[config.mk]
export PLATFORM = sky130hd
export DESIGN_NAME = traffic_ctrl_n
export DESIGN_NICKNAME = d
export VERILOG_FILES = /design/src/rtl/traffic_pkg.sv /design/src/rtl/rr_pick.sv /design/src/rtl/traffic_ctrl_n.sv
export SDC_FILE = /design/constraint.sdc
export NUM_CORES = 1
export LEC_CHECK = 0
export CAP_MARGIN = 10
export CORE_UTILIZATION = 50
export DETAILED_ROUTE_END_ITERATION = 10
export GPL_ROUTABILITY_DRIVEN = 0
export PLACE_DENSITY = 0.72
export REMOVE_ABC_BUFFERS = 1
export SYNTH_ARGS = -nofsm -noshare
export SYNTH_HDL_FRONTEND = slang
export SYNTH_SLANG_ARGS = --single-unit
[constraint.sdc]
create_clock -name Clk -period 4.55 [get_ports Clk]
set_input_delay 0.6825 -clock Clk [delete_from_list [all_inputs] [get_ports Clk]]
set_output_delay 0.6825 -clock Clk [all_outputs]
set_load 0.02 [all_outputs]
[src/rtl/traffic_pkg.sv]
// Shared types for the traffic controller: phase enum, lamp encoding and
// the phase-to-lamp mapping used for the approach that owns the phase.
package traffic_pkg;

    typedef enum logic [1:0] {
        GREEN  = 2'd0,
        YELLOW = 2'd1,
        ALLRED = 2'd2
    } state_t;

    // Per-approach lamp word, one-hot {r, y, g}
    localparam int unsigned LAMP_W = 3;
    typedef logic [LAMP_W-1:0] lamp_t;

    localparam lamp_t LAMP_R = 3'b100;
    localparam lamp_t LAMP_Y = 3'b010;
    localparam lamp_t LAMP_G = 3'b001;

    // Lamp shown by the owning approach in a given phase
    function automatic lamp_t phase_lamp(input state_t s);
        case (s)
            GREEN:   return LAMP_G;
            YELLOW:  return LAMP_Y;
            default: return LAMP_R;
        endcase
    endfunction

endpackage

[src/rtl/rr_pick.sv]
// Round-robin picker: first set bit of req searching base+1, base+2, ...
// modulo N (base itself is examined last).
// Ports: req (request vector), base (last owner), grant_idx (winner),
//        grant_valid (any request present). Purely combinational.
module rr_pick #(
    parameter int unsigned N  = 4,
    parameter int unsigned AW = 2
) (
    input  logic [N-1:0]  req,
    input  logic [AW-1:0] base,
    output logic [AW-1:0] grant_idx,
    output logic          grant_valid
);

    always_comb begin
        int unsigned idx;
        idx         = 0;
        grant_idx   = '0;
        grant_valid = 1'b0;
        for (int unsigned k = 1; k <= N; k++) begin
            idx = (32'(base) + k) % N;
            if (!grant_valid && req[AW'(idx)]) begin
                grant_valid = 1'b1;
                grant_idx   = AW'(idx);
            end
        end
    end

endmodule

[src/rtl/traffic_ctrl_n.sv]
// N-approach traffic light controller with demand-driven round-robin
// service, min/max green extension, yellow and all-red clearance.
// Ports: Clk, reset (sync, active-high), tick (timebase enable),
//        car[N_APP] (vehicle sensors), R/Y/G[N_APP] (registered lamps),
//        active (approach owning the phase), ST (phase-change pulse).
module traffic_ctrl_n
    import traffic_pkg::*;
#(
    parameter int unsigned N_APP  = 4,
    parameter int unsigned CNT_W  = 8,
    parameter int unsigned T_GMIN = 4,
    parameter int unsigned T_GMAX = 10,
    parameter int unsigned T_YEL  = 2,
    parameter int unsigned T_AR   = 1,
    localparam int unsigned AW    = $clog2(N_APP)
) (
    input  logic             Clk,
    input  logic             reset,
    input  logic             tick,
    input  logic [N_APP-1:0] car,
    output logic [N_APP-1:0] R,
    output logic [N_APP-1:0] Y,
    output logic [N_APP-1:0] G,
    output logic [AW-1:0]    active,
    output logic             ST
);

    localparam longint unsigned CNT_MAX = (64'd1 << CNT_W) - 64'd1;

    // Parameter sanity, rejected at elaboration
    if (N_APP < 2 || N_APP > 16) begin : g_bad_napp
        $error("traffic_ctrl_n: N_APP must be in 2..16");
    end
    if (T_GMIN < 1 || T_GMAX < 1 || T_YEL < 1 || T_AR < 1) begin : g_bad_tmin
        $error("traffic_ctrl_n: all phase times must be at least 1");
    end
    if (T_GMAX < T_GMIN) begin : g_bad_gmax
        $error("traffic_ctrl_n: T_GMAX must not be below T_GMIN");
    end
    if (64'(T_GMIN) > CNT_MAX || 64'(T_GMAX) > CNT_MAX ||
        64'(T_YEL) > CNT_MAX || 64'(T_AR) > CNT_MAX) begin : g_bad_width
        $error("traffic_ctrl_n: phase time exceeds timer range");
    end

    // Exit thresholds expressed as the last timer value of each interval
    localparam logic [CNT_W-1:0] GMIN_LAST = CNT_W'(T_GMIN - 1);
    localparam logic [CNT_W-1:0] GMAX_LAST = CNT_W'(T_GMAX - 1);
    localparam logic [CNT_W-1:0] YEL_LAST  = CNT_W'(T_YEL - 1);
    localparam logic [CNT_W-1:0] AR_LAST   = CNT_W'(T_AR - 1);

    function automatic logic [N_APP-1:0] onehot(input logic [AW-1:0] i);
        return N_APP'(1) << i;
    endfunction

    state_t             state, state_n;
    logic [AW-1:0]      active_n;
    logic [AW-1:0]      nxt, nxt_n;
    logic [CNT_W-1:0]   timer, timer_n;
    logic [N_APP-1:0]   dem, dem_n;
    logic [N_APP-1:0]   r_n, y_n, g_n;
    logic               st_n;
    logic [N_APP-1:0]   act_mask;
    logic [N_APP-1:0]   others;
    logic [AW-1:0]      pick_idx;
    logic               pick_valid;

    assign act_mask = onehot(active);
    assign others   = dem & ~act_mask;

    // Next approach to serve; grant_valid doubles as "another approach waits"
    rr_pick #(
        .N  (N_APP),
        .AW (AW)
    ) u_rr_pick (
        .req         (others),
        .base        (active),
        .grant_idx   (pick_idx),
        .grant_valid (pick_valid)
    );

    // Phase sequencing, demand capture and lamp decode
    always_comb begin
        lamp_t lamp;
        state_n  = state;
        active_n = active;
        nxt_n    = nxt;
        timer_n  = timer;
        st_n     = 1'b0;
        r_n      = '0;
        y_n      = '0;
        g_n      = '0;
        lamp     = LAMP_R;

        // The approach currently on green cannot register demand for itself
        dem_n = dem | (car & ~((state == GREEN) ? act_mask : '0));

        if (tick) begin
            timer_n = (timer == '1) ? timer : timer + 1'b1;
            case (state)
                GREEN: begin
                    if (pick_valid &&
                        ((timer >= GMIN_LAST && !car[active]) || timer >= GMAX_LAST)) begin
                        state_n = YELLOW;
                        nxt_n   = pick_idx;
                    end
                end
                YELLOW: begin
                    if (timer == YEL_LAST) state_n = ALLRED;
                end
                ALLRED: begin
                    if (timer == AR_LAST) begin
                        state_n  = GREEN;
                        active_n = nxt;
                        // Clear beats a simultaneous car on the entering approach
                        dem_n    = dem_n & ~onehot(nxt);
                    end
                end
                default: state_n = GREEN;
            endcase
            if (state_n != state) begin
                timer_n = '0;
                st_n    = 1'b1;
            end
        end

        for (int unsigned i = 0; i < N_APP; i++) begin
            lamp   = (AW'(i) == active_n) ? phase_lamp(state_n) : LAMP_R;
            r_n[i] = lamp[2];
            y_n[i] = lamp[1];
            g_n[i] = lamp[0];
        end
    end

    // State and registered outputs
    always_ff @(posedge Clk) begin
        if (reset) begin
            state  <= GREEN;
            active <= '0;
            nxt    <= '0;
            timer  <= '0;
            dem    <= '0;
            G      <= N_APP'(1);
            R      <= ~N_APP'(1);
            Y      <= '0;
            ST     <= 1'b1;
        end else begin
            state  <= state_n;
            active <= active_n;
            nxt    <= nxt_n;
            timer  <= timer_n;
            dem    <= dem_n;
            G      <= g_n;
            R      <= r_n;
            Y      <= y_n;
            ST     <= st_n;
        end
    end

endmodule

==> flow_metrics.tcl <==
set metrics [dict create \
    drive_gt1_frac 0.0901 \
    maxCapViolations 0 \
    hold_viol 0 \
    finalCritPeriodShare 0.698 \
    synth_ff_type "dfxtp_1" \
    fmax_mhz 315 \
    ctsLongestPathBuffers 2 \
    tns_ns 0 \
    setup-violations-final 0 \
    die_w_um 61.8 \
    dp_hpwl_mm 2.91 \
    start_kind "flip-flop" \
    drc 0 \
    pin_count 22 \
    ys_ff_latch 31 \
    dr.pass1.iters 4 \
    wl_mm 4.09 \
    reg2reg_from "active[0]$_SDFF_PP0_" \
    drtIter0Drc 127 \
    fill_cells 289 \
    clock_latency_ns 0.33 \
    fp.dieH_um 61.8 \
    synth_edf_count 0 \
    power_switching_w 0.000137 \
    outcome "finished, final reports clean" \
    tightest_slew_ns 0.827 \
    cp_top_family "compound AO/OA/AOI/OAI gates" \
    grt_max_degree 23 \
    r2r_setup_slack_ns 1.37 \
    grt_pass1_wl_mm 6.59 \
    row_count 21 \
    r2r-end "timer[6]$_SDFFE_PP0P_" \
    ir_drop_mv 0.214 \
    min_delay_path_depth 2 \
    coreArea_sq_mm 0.00339 \
    crit_type "reg -> reg" \
    clk_pin_slew_ns 0.11 \
    slew_headroom 0.448 \
    synth_cells 203 \
    path_buf_inv 1 \
    yosysSeqAreaShare 0.347 \
    area_delta_synth_final_pct 15.2 \
    grt_pass1_vias 1484 \
    worstHoldStart "nxt[0]$_SDFFE_PP0P_" \
    cp_data_required_time_ns 4.75 \
    viasPerCell 6.09 \
    num_antenna_cells 0 \
    rr_worst_depth 7 \
    via_count 1632 \
    cts_resized 0 \
    clkPwrFrac 0.327 \
    dp.cells 260 \
    start_util 0.528 \
    yosys_warnings 0 \
    syn-cell-area_sq_mm 0.00179 \
    die_area_sq_mm 0.00382 \
    cts_setup_buffers 0 \
    holdPathEnd "nxt[0]$_SDFFE_PP0P_" \
    cellLeakagePower_nw 0.740 \
    power_density_mw_per_mm2 240 \
    fin_cells 268 \
    min_period_ns 3.18 \
    fin_nets 235 \
    final_cell_mix "dfxtp_1, clkdlybuf4s50_1, nor2_1" \
    syn_area_per_cell_sq_um 8.82 \
    layout_commonest_cell "dfxtp_1" \
    cts_root_buf "clkbuf_4" \
    crit_arrival_ns 3.38 \
    htreeDepth 2 \
    min_path_type "reg -> reg" \
    synth_cell_types 55 \
    seqPwrFrac 0.570 \
    clock_sinks 31 \
    async_flop_share 0 \
    grt_overflow 0 \
    power_frac_comb 0.103 \
    slew_viol_final 0 \
    ant_nets 0 \
    holdBufCountCts 0 \
    cts_made_buffers 5 \
    slowest_stage "dfxtp_1" \
    skew_ns 0.0113 \
    wl_per_cell_um 15.2 \
    place.port_buffers 21 \
    cts_tree "yes" \
    switching_share 0.277 \
    end_kind "flip-flop" \
    rsz0062_at_grt "false" \
    cpPeakStageDelay_ns 0.87 \
    antenna_found_initial 0 \
    grt_usage 0.234 \
    crit_fanout 22 \
    crit_chain "inv_1, ha_1, or3b_1, nand3_1, o2111ai_2, a31oi_1, nor3_1" \
    p_int_w 0.000358 \
]
-- worst max path at each step --
stage	start	to	slack (ns)	depth (start not counted)
3_5_place_dp	active[0]$_SDFF_PP0_	timer[6]$_SDFFE_PP0P_	1.43	7
4_1_cts	active[0]$_SDFF_PP0_	timer[6]$_SDFFE_PP0P_	1.41	7
3_3_place_gp	car[3]	timer[7]$_SDFFE_PP0P_	1.61	6
2_1_floorplan	active[0]$_SDFF_PP0_	timer[6]$_SDFFE_PP0P_	1.85	7
6_report	active[0]$_SDFF_PP0_	timer[6]$_SDFFE_PP0P_	1.37	7
5_1_grt	active[0]$_SDFF_PP0_	timer[7]$_SDFFE_PP0P_	1.11	7
-- worst register-to-register path, delay by kind of cell (launching register included) --
family / cells / cell delay, ns
AO/OA/AOI/OAI: 2 / 0.94
flip-flops: 1 / 0.87
AND/OR/NAND/NOR: 3 / 0.68
adder cells (fa/ha/maj): 1 / 0.31
buffers and inverters: 1 / 0.23
-- final cells by class --
type / count / area (sq um) / share of cell area
inverter: 9 / 33.8 / 0.0164
clock buffer: 5 / 37.5 / 0.0182
sequential: 31 / 621 / 0.301
tap: 46 / 57.6 / 0.0279
timing repair buffer: 21 / 210 / 0.102
multi-input combinational: 153 / 1080 / 0.525
clock inverter: 3 / 20.0 / 0.00970
-- metrics by stage --
step	power, W	hold WS (ns)	utilization	instance area (sq um)	setup slack (ns)
floorplan	0.000318	0.477	-	1740	1.85
global placement	0.000336	0.519	0.592	2010	1.61
detailed placement	0.000339	0.516	0.592	2010	1.43
CTS	0.000496	0.535	0.609	2060	1.41
global route	0.000514	0.578	0.609	2060	1.11
finish	0.000495	0.540	0.609	2060	1.37
-- kinds of logic (layout without fill, tap and decap cells) --
family,count (synthesis),count (layout),synth area share
flip-flops,31,31,0.347
AO/OA/AOI/OAI,52,52,0.211
AND/OR/NAND/NOR,88,88,0.289
adder cells (fa/ha/maj),7,7,0.0489
buffers and inverters,19,38,0.0482
multiplexers,6,6,0.0566
-- registers in the layout, summed over array words and instances, names as in the netlist --
signal / flops
G: 4
R: 4
ST: 1
Y: 4
active: 2
dem: 4
nxt: 2
state: 2
timer: 8
-- power groups by stage --
stage | Clock, W | Combinational, W | Sequential [W]
floorplan | 0 | 0.0000308 | 0.000287
global placement | 0 | 0.0000485 | 0.000288
detailed placement | 0 | 0.0000504 | 0.000288
CTS | 0.000164 | 0.0000508 | 0.000282
global route | 0.000175 | 0.0000564 | 0.000283
finish | 0.000162 | 0.0000510 | 0.000282
-- layer usage --
layer  global-route usage  share of wire
met5                    0              0
met3               0.0538          0.041
met1                0.311           0.49
met2                0.373           0.46
met4               0.0825          0.014
-- Yosys cell counts (3+ instances only) --
cell / number / area [sq um]
a21oi_1: 14 / 70.1
nand3b_1: 3 / 22.5
nor3_1: 8 / 40.0
nand2_1: 12 / 45.0
nand2b_1: 5 / 31.3
nor2_1: 18 / 67.6
nor2b_1: 4 / 25.0
a31oi_1: 5 / 31.3
or2_2: 4 / 25.0
ha_1: 7 / 87.6
mux2i_1: 3 / 30.0
dfxtp_1: 31 / 621
o21ai_0: 4 / 20.0
clkbuf_1: 8 / 30.0
nand3_1: 7 / 35.0
nand4bb_1: 3 / 33.8
nand4_1: 7 / 43.8
inv_1: 9 / 33.8
a211oi_1: 4 / 30.0
o211ai_1: 4 / 30.0
(Power assumes the default switching activity.)
==> RTL change 1 (same flow settings) <==
Register the output `Y` once more, cleared by the reset; this adds one clock of latency there. The other outputs are not delayed to match. Comments in the files are not updated.
--- a/src/rtl/traffic_ctrl_n.sv
+++ b/src/rtl/traffic_ctrl_n.sv
@@ -26,6 +26,8 @@
 );
 
     localparam longint unsigned CNT_MAX = (64'd1 << CNT_W) - 64'd1;
+
+    logic [N_APP-1:0] Y_s0;
 
     // Parameter sanity, rejected at elaboration
     if (N_APP < 2 || N_APP > 16) begin : g_bad_napp
@@ -141,7 +143,7 @@
             dem    <= '0;
             G      <= N_APP'(1);
             R      <= ~N_APP'(1);
-            Y      <= '0;
+            Y_s0   <= '0;
             ST     <= 1'b1;
         end else begin
             state  <= state_n;
@@ -151,8 +153,16 @@
             dem    <= dem_n;
             G      <= g_n;
             R      <= r_n;
-            Y      <= y_n;
+            Y_s0   <= y_n;
             ST     <= st_n;
+        end
+    end
+
+    always_ff @(posedge Clk) begin
+        if (reset) begin
+            Y <= '0;
+        end else begin
+            Y <= Y_s0;
         end
     end
 
Formal check against the unedited RTL: not equivalent (Yosys sat finds a counterexample within 10 cycles, from zero or initial values and one cycle with reset high).
==> RTL change 1 against the original RTL <==
  * Combinational power decreased by 11%
  * Wire length decreased by 14%
  * Power increased by 4.5%
  * Final area shrank 3.2%
  * Synthesized area shrank 3.4%
  * Setup slack better by 0.53 ns
  * Sequential cell count grew 4
  * Final cell count fell by 1.1%
  * Synthesized cell count shrank 1.5%
  * Critical endpoint is now timer[1]$_SDFFE_PP0P_
  * Largest cell class unchanged
==> RTL change 1: results (changes against the original RTL) <==
Logic synthesis
The XOR/XNOR share of the synthesized area was 3.543% (was 0%). The proportion of synthesized chip area in sequential cells is 40.49% (was 34.66%). The fraction of the mapped netlist area in adder cells is 5.061% (was 4.892%). The share of synthesized area spent on multiplexers is 5.351% (was 5.660%).

Top cell types by occurrence after synthesis: 35 x sky130_fd_sc_hd__dfxtp_1, 32 x sky130_fd_sc_hd__nor2_1, 22 x sky130_fd_sc_hd__nand2_1, 10 x sky130_fd_sc_hd__nor2b_1, 9 x sky130_fd_sc_hd__o21ai_0 (was 31 x sky130_fd_sc_hd__dfxtp_1, 18 x sky130_fd_sc_hd__nor2_1, 14 x sky130_fd_sc_hd__a21oi_1, 12 x sky130_fd_sc_hd__nand2_1, 9 x sky130_fd_sc_hd__inv_1). The count of cell types in the netlist is 43 (was 55).

Final layout
The proportion of cell area occupied by multi-input gates is 47.65% (was 52.52%). The sequential cell count was 35 (was 31). The number of multi-input combinational cells in the layout came to 149 (was 153). The count of clock buffers in the final design is 7 (was 5).

The non-clock inverter total of the final layout is 8 (was 9). The number of nets in the layout is 234 (was 235). The portion of the layout cell area used by non-clock buffers came to 10.52% (was 10.19%). The count of filler cells inserted in the layout is 283 (was 289). The area fraction of clock buffers and clock inverters is 2.505% (was 2.790%).

Drt
The starting DRC count in detailed routing is 54 (was 127). The average wire length per cell after detail routing was 13.28 µm (was 15.24 µm). The number of vias per cell after detailed routing came to 5.381 (was 6.090). The detailed-routed wire length on met3 came to 122 µm (was 167 µm). The routed metal-1 wire length is 1687 µm (was 1986 µm).

Timing
The normalized max-slew margin was 45.31% (was 44.80%).

Placement
The detailed placer's ending HPWL is 2626 µm (was 2913 µm).

Power and ir drop
The combinational power is 0.0000455 W (was 0.0000510 W). The maximum ir drop on the vdd rail is 0.1869 mV (was 0.2138 mV). The standby leakage power is 0.7650 nW (was 0.7403 nW). The net switching component of the power is 0.0001251 W (was 0.0001371 W).

Worst hold path
The hold path depth is 1 (was 2).

Critical path
The number of cells on the worst reg-to-reg path is 8 (was 7). The end of the worst register-to-register path is timer[1]$_SDFFE_PP0P_ (was timer[6]$_SDFFE_PP0P_). The highest net fanout along the worst path was 14 (was 22).

Status
Status: complete, no violations (unchanged).

Global route
The largest net degree at the start of global routing was 22 (was 23).
RTL change 1: routing by layer:
metal | GRT usage, % | vias up
met5 | 0 | -
met4 | 5.844 | 0
met3 | 5.117 | 4
met2 | 37.99 | 34
met1 | 25.07 | 663
li1 | - | 725
RTL change 1: worst max path at each step:
stage,from,to,slack [ns],cells after the start
2_1_floorplan,active[0]$_SDFF_PP0_,timer[1]$_SDFFE_PP0P_,2.23,8
3_5_place_dp,car[1],timer[1]$_SDFFE_PP0P_,1.67,7
6_report,active[0]$_SDFF_PP0_,timer[1]$_SDFFE_PP0P_,1.90,8
4_1_cts,active[0]$_SDFF_PP0_,timer[1]$_SDFFE_PP0P_,1.90,8
5_1_grt,active[0]$_SDFF_PP0_,timer[1]$_SDFFE_PP0P_,1.63,8
3_3_place_gp,car[1],timer[1]$_SDFFE_PP0P_,1.77,7
RTL change 1: worst max-delay path, cell delays in order (launching register included):
cell	delay (ns)
sky130_fd_sc_hd__dfxtp_1	0.63
sky130_fd_sc_hd__inv_2	0.16
sky130_fd_sc_hd__ha_1	0.28
sky130_fd_sc_hd__nor2b_1	0.26
sky130_fd_sc_hd__nor2_1	0.12
sky130_fd_sc_hd__o21a_1	0.14
sky130_fd_sc_hd__o311ai_1	0.47
sky130_fd_sc_hd__a21o_1	0.35
sky130_fd_sc_hd__o32ai_1	0.13
RTL change 1: through the flow:
step / cells / cell area (µm²) / setup slack, ns / hold slack, ns
2_1_floorplan: 192 / 1683 / 2.232 / 0.4138
4_1_cts: 265 / 1998 / 1.898 / 0.4458
6_report: 265 / 1998 / 1.902 / 0.4442
3_3_place_gp: 257 / 1948 / 1.774 / 0.4263
3_5_place_dp: 257 / 1948 / 1.671 / 0.4227
5_1_grt: 265 / 1998 / 1.626 / 0.4638
==> RTL change 2 (same flow settings) <==
Made on the original files. Change the parameter `T_GMAX` from 10 to 5.
--- a/src/rtl/traffic_ctrl_n.sv
+++ b/src/rtl/traffic_ctrl_n.sv
@@ -9,7 +9,7 @@
     parameter int unsigned N_APP  = 4,
     parameter int unsigned CNT_W  = 8,
     parameter int unsigned T_GMIN = 4,
-    parameter int unsigned T_GMAX = 10,
+    parameter int unsigned T_GMAX = 5,
     parameter int unsigned T_YEL  = 2,
     parameter int unsigned T_AR   = 1,
     localparam int unsigned AW    = $clog2(N_APP)
Check against the original RTL: not equivalent (Yosys sat finds a counterexample within 10 cycles, from zero or initial values and one cycle with reset high).
==> RTL change 2 against the original RTL <==
  * Die area fell by 9.3%
  * Synthesized area fell by 9.6%
  * Sequential cell count unchanged
  * Wire length shrank 11%
  * Setup slack gained 0.41 ns
  * Final area shrank 7.7%
  * Power fell by 0.76%
==> RTL change 2: results (changes against the original RTL) <==
Status
Status: complete, no violations (unchanged).

Power and ir drop
The total power of the final layout is 0.0004909 W (was 0.0004947 W). The reported sequential group power came to 0.000283 W (was 0.000282 W). The standby leakage power is 0.6856 nW (was 0.7403 nW). The share of total power consumed by net switching is 24.76% (was 27.72%). The share of total power in the clock network came to 32.3% (was 32.7%). The maximum ir drop on the vdd rail is 0.2292 mV (was 0.2138 mV).

Final layout
The multi-input combinational cell area is 920.9 µm² (was 1084 µm²). The non-clock inverter total of the final layout is 11 (was 9). The fraction of final layout cells with drive strength greater than 1 is 7.960% (was 9.009%). The count of filler cells inserted in the layout came to 301 (was 289). The number of multi-input combinational cells in the layout is 131 (was 153). The layout-stage area growth over the synthesis result is 17.71% (was 15.23%). The portion of the layout cell area used by non-clock buffers is 11.04% (was 10.19%). The area fraction of clock buffers and clock inverters was 2.957% (was 2.790%).

Drt
The routed metal-1 wire length came to 1671 µm (was 1986 µm). The sum of routed wire length over all layers is 3630 µm (was 4085 µm). The total vias in the final route is 1396 (was 1632).

The met2 wirelength from detailed routing is 1732 µm (was 1874 µm). The starting DRC count in detailed routing is 42 (was 127).

Placement
The post-detailed-placement cell area is 1848 µm² (was 2006 µm²). The detailed placer's ending HPWL was 2695 µm (was 2913 µm).

Global route
The via count of the first global-routing pass was 1289 (was 1484). The global-route wire length before repair came to 6072 µm (was 6589 µm). The largest net degree at the start of global routing is 28 (was 23).

The met1 routing resource usage after global routing is 30.04% (was 31.09%). The met2 layer usage reported by global route came to 38.64% (was 37.33%).

Critical path
The family of cells with the greatest summed delay on the critical path is simple AND/OR/NAND/NOR gates (was compound AO/OA/AOI/OAI gates). The register-to-register path setup slack was 1.78 ns (was 1.37 ns). The critical path data arrival time was 2.93 ns (was 3.38 ns). The highest net fanout along the worst path is 13 (was 22).

Logic synthesis
The count of cell types in the netlist is 48 (was 55). The proportion of synthesized chip area in sequential cells is 38.36% (was 34.66%).

Timing
The actual transition at the worst max-transition pin is 0.9196 ns (was 0.8269 ns). The final worst hold slack came to 0.5448 ns (was 0.5401 ns). The setup clock skew after layout is 0.009871 ns (was 0.01128 ns).

Worst hold path
The startpoint of the worst hold path is dem[2]$_SDFF_PP0_ (was nxt[0]$_SDFFE_PP0P_). The end point of the worst hold path was dem[2]$_SDFF_PP0_ (was nxt[0]$_SDFFE_PP0P_).
-- RTL change 2: changes by cell type after synthesis, moves of 3 or more --
cell,before,now
sky130_fd_sc_hd__nor3_1,8,4
sky130_fd_sc_hd__o21ai_0,4,8
sky130_fd_sc_hd__nand3b_1,3,0
sky130_fd_sc_hd__o211ai_1,4,0
sky130_fd_sc_hd__and4b_1,0,3
sky130_fd_sc_hd__a21oi_1,14,9
sky130_fd_sc_hd__clkbuf_1,8,5
-- RTL change 2: cell families (layout without fill, tap and decap cells) --
logic type,count (synthesis),after routing,synth area share (%)
AOI/OAI and AO/OA,42,42,18.56
xor gates and xnor gates,2,2,1.083
adders and majority gates,7,7,5.414
buffers and inverters,18,39,4.718
DFF,31,31,38.36
muxes,7,7,5.878
and+or+nand+nor,73,73,25.99
-- RTL change 2: stage by stage --
step                worst slack, ns  instances
finish                        1.783        245
global route                  1.496        245
CTS                           1.776        245
detailed placement            1.675        238
global placement              1.722        238
floorplan                     2.132        173
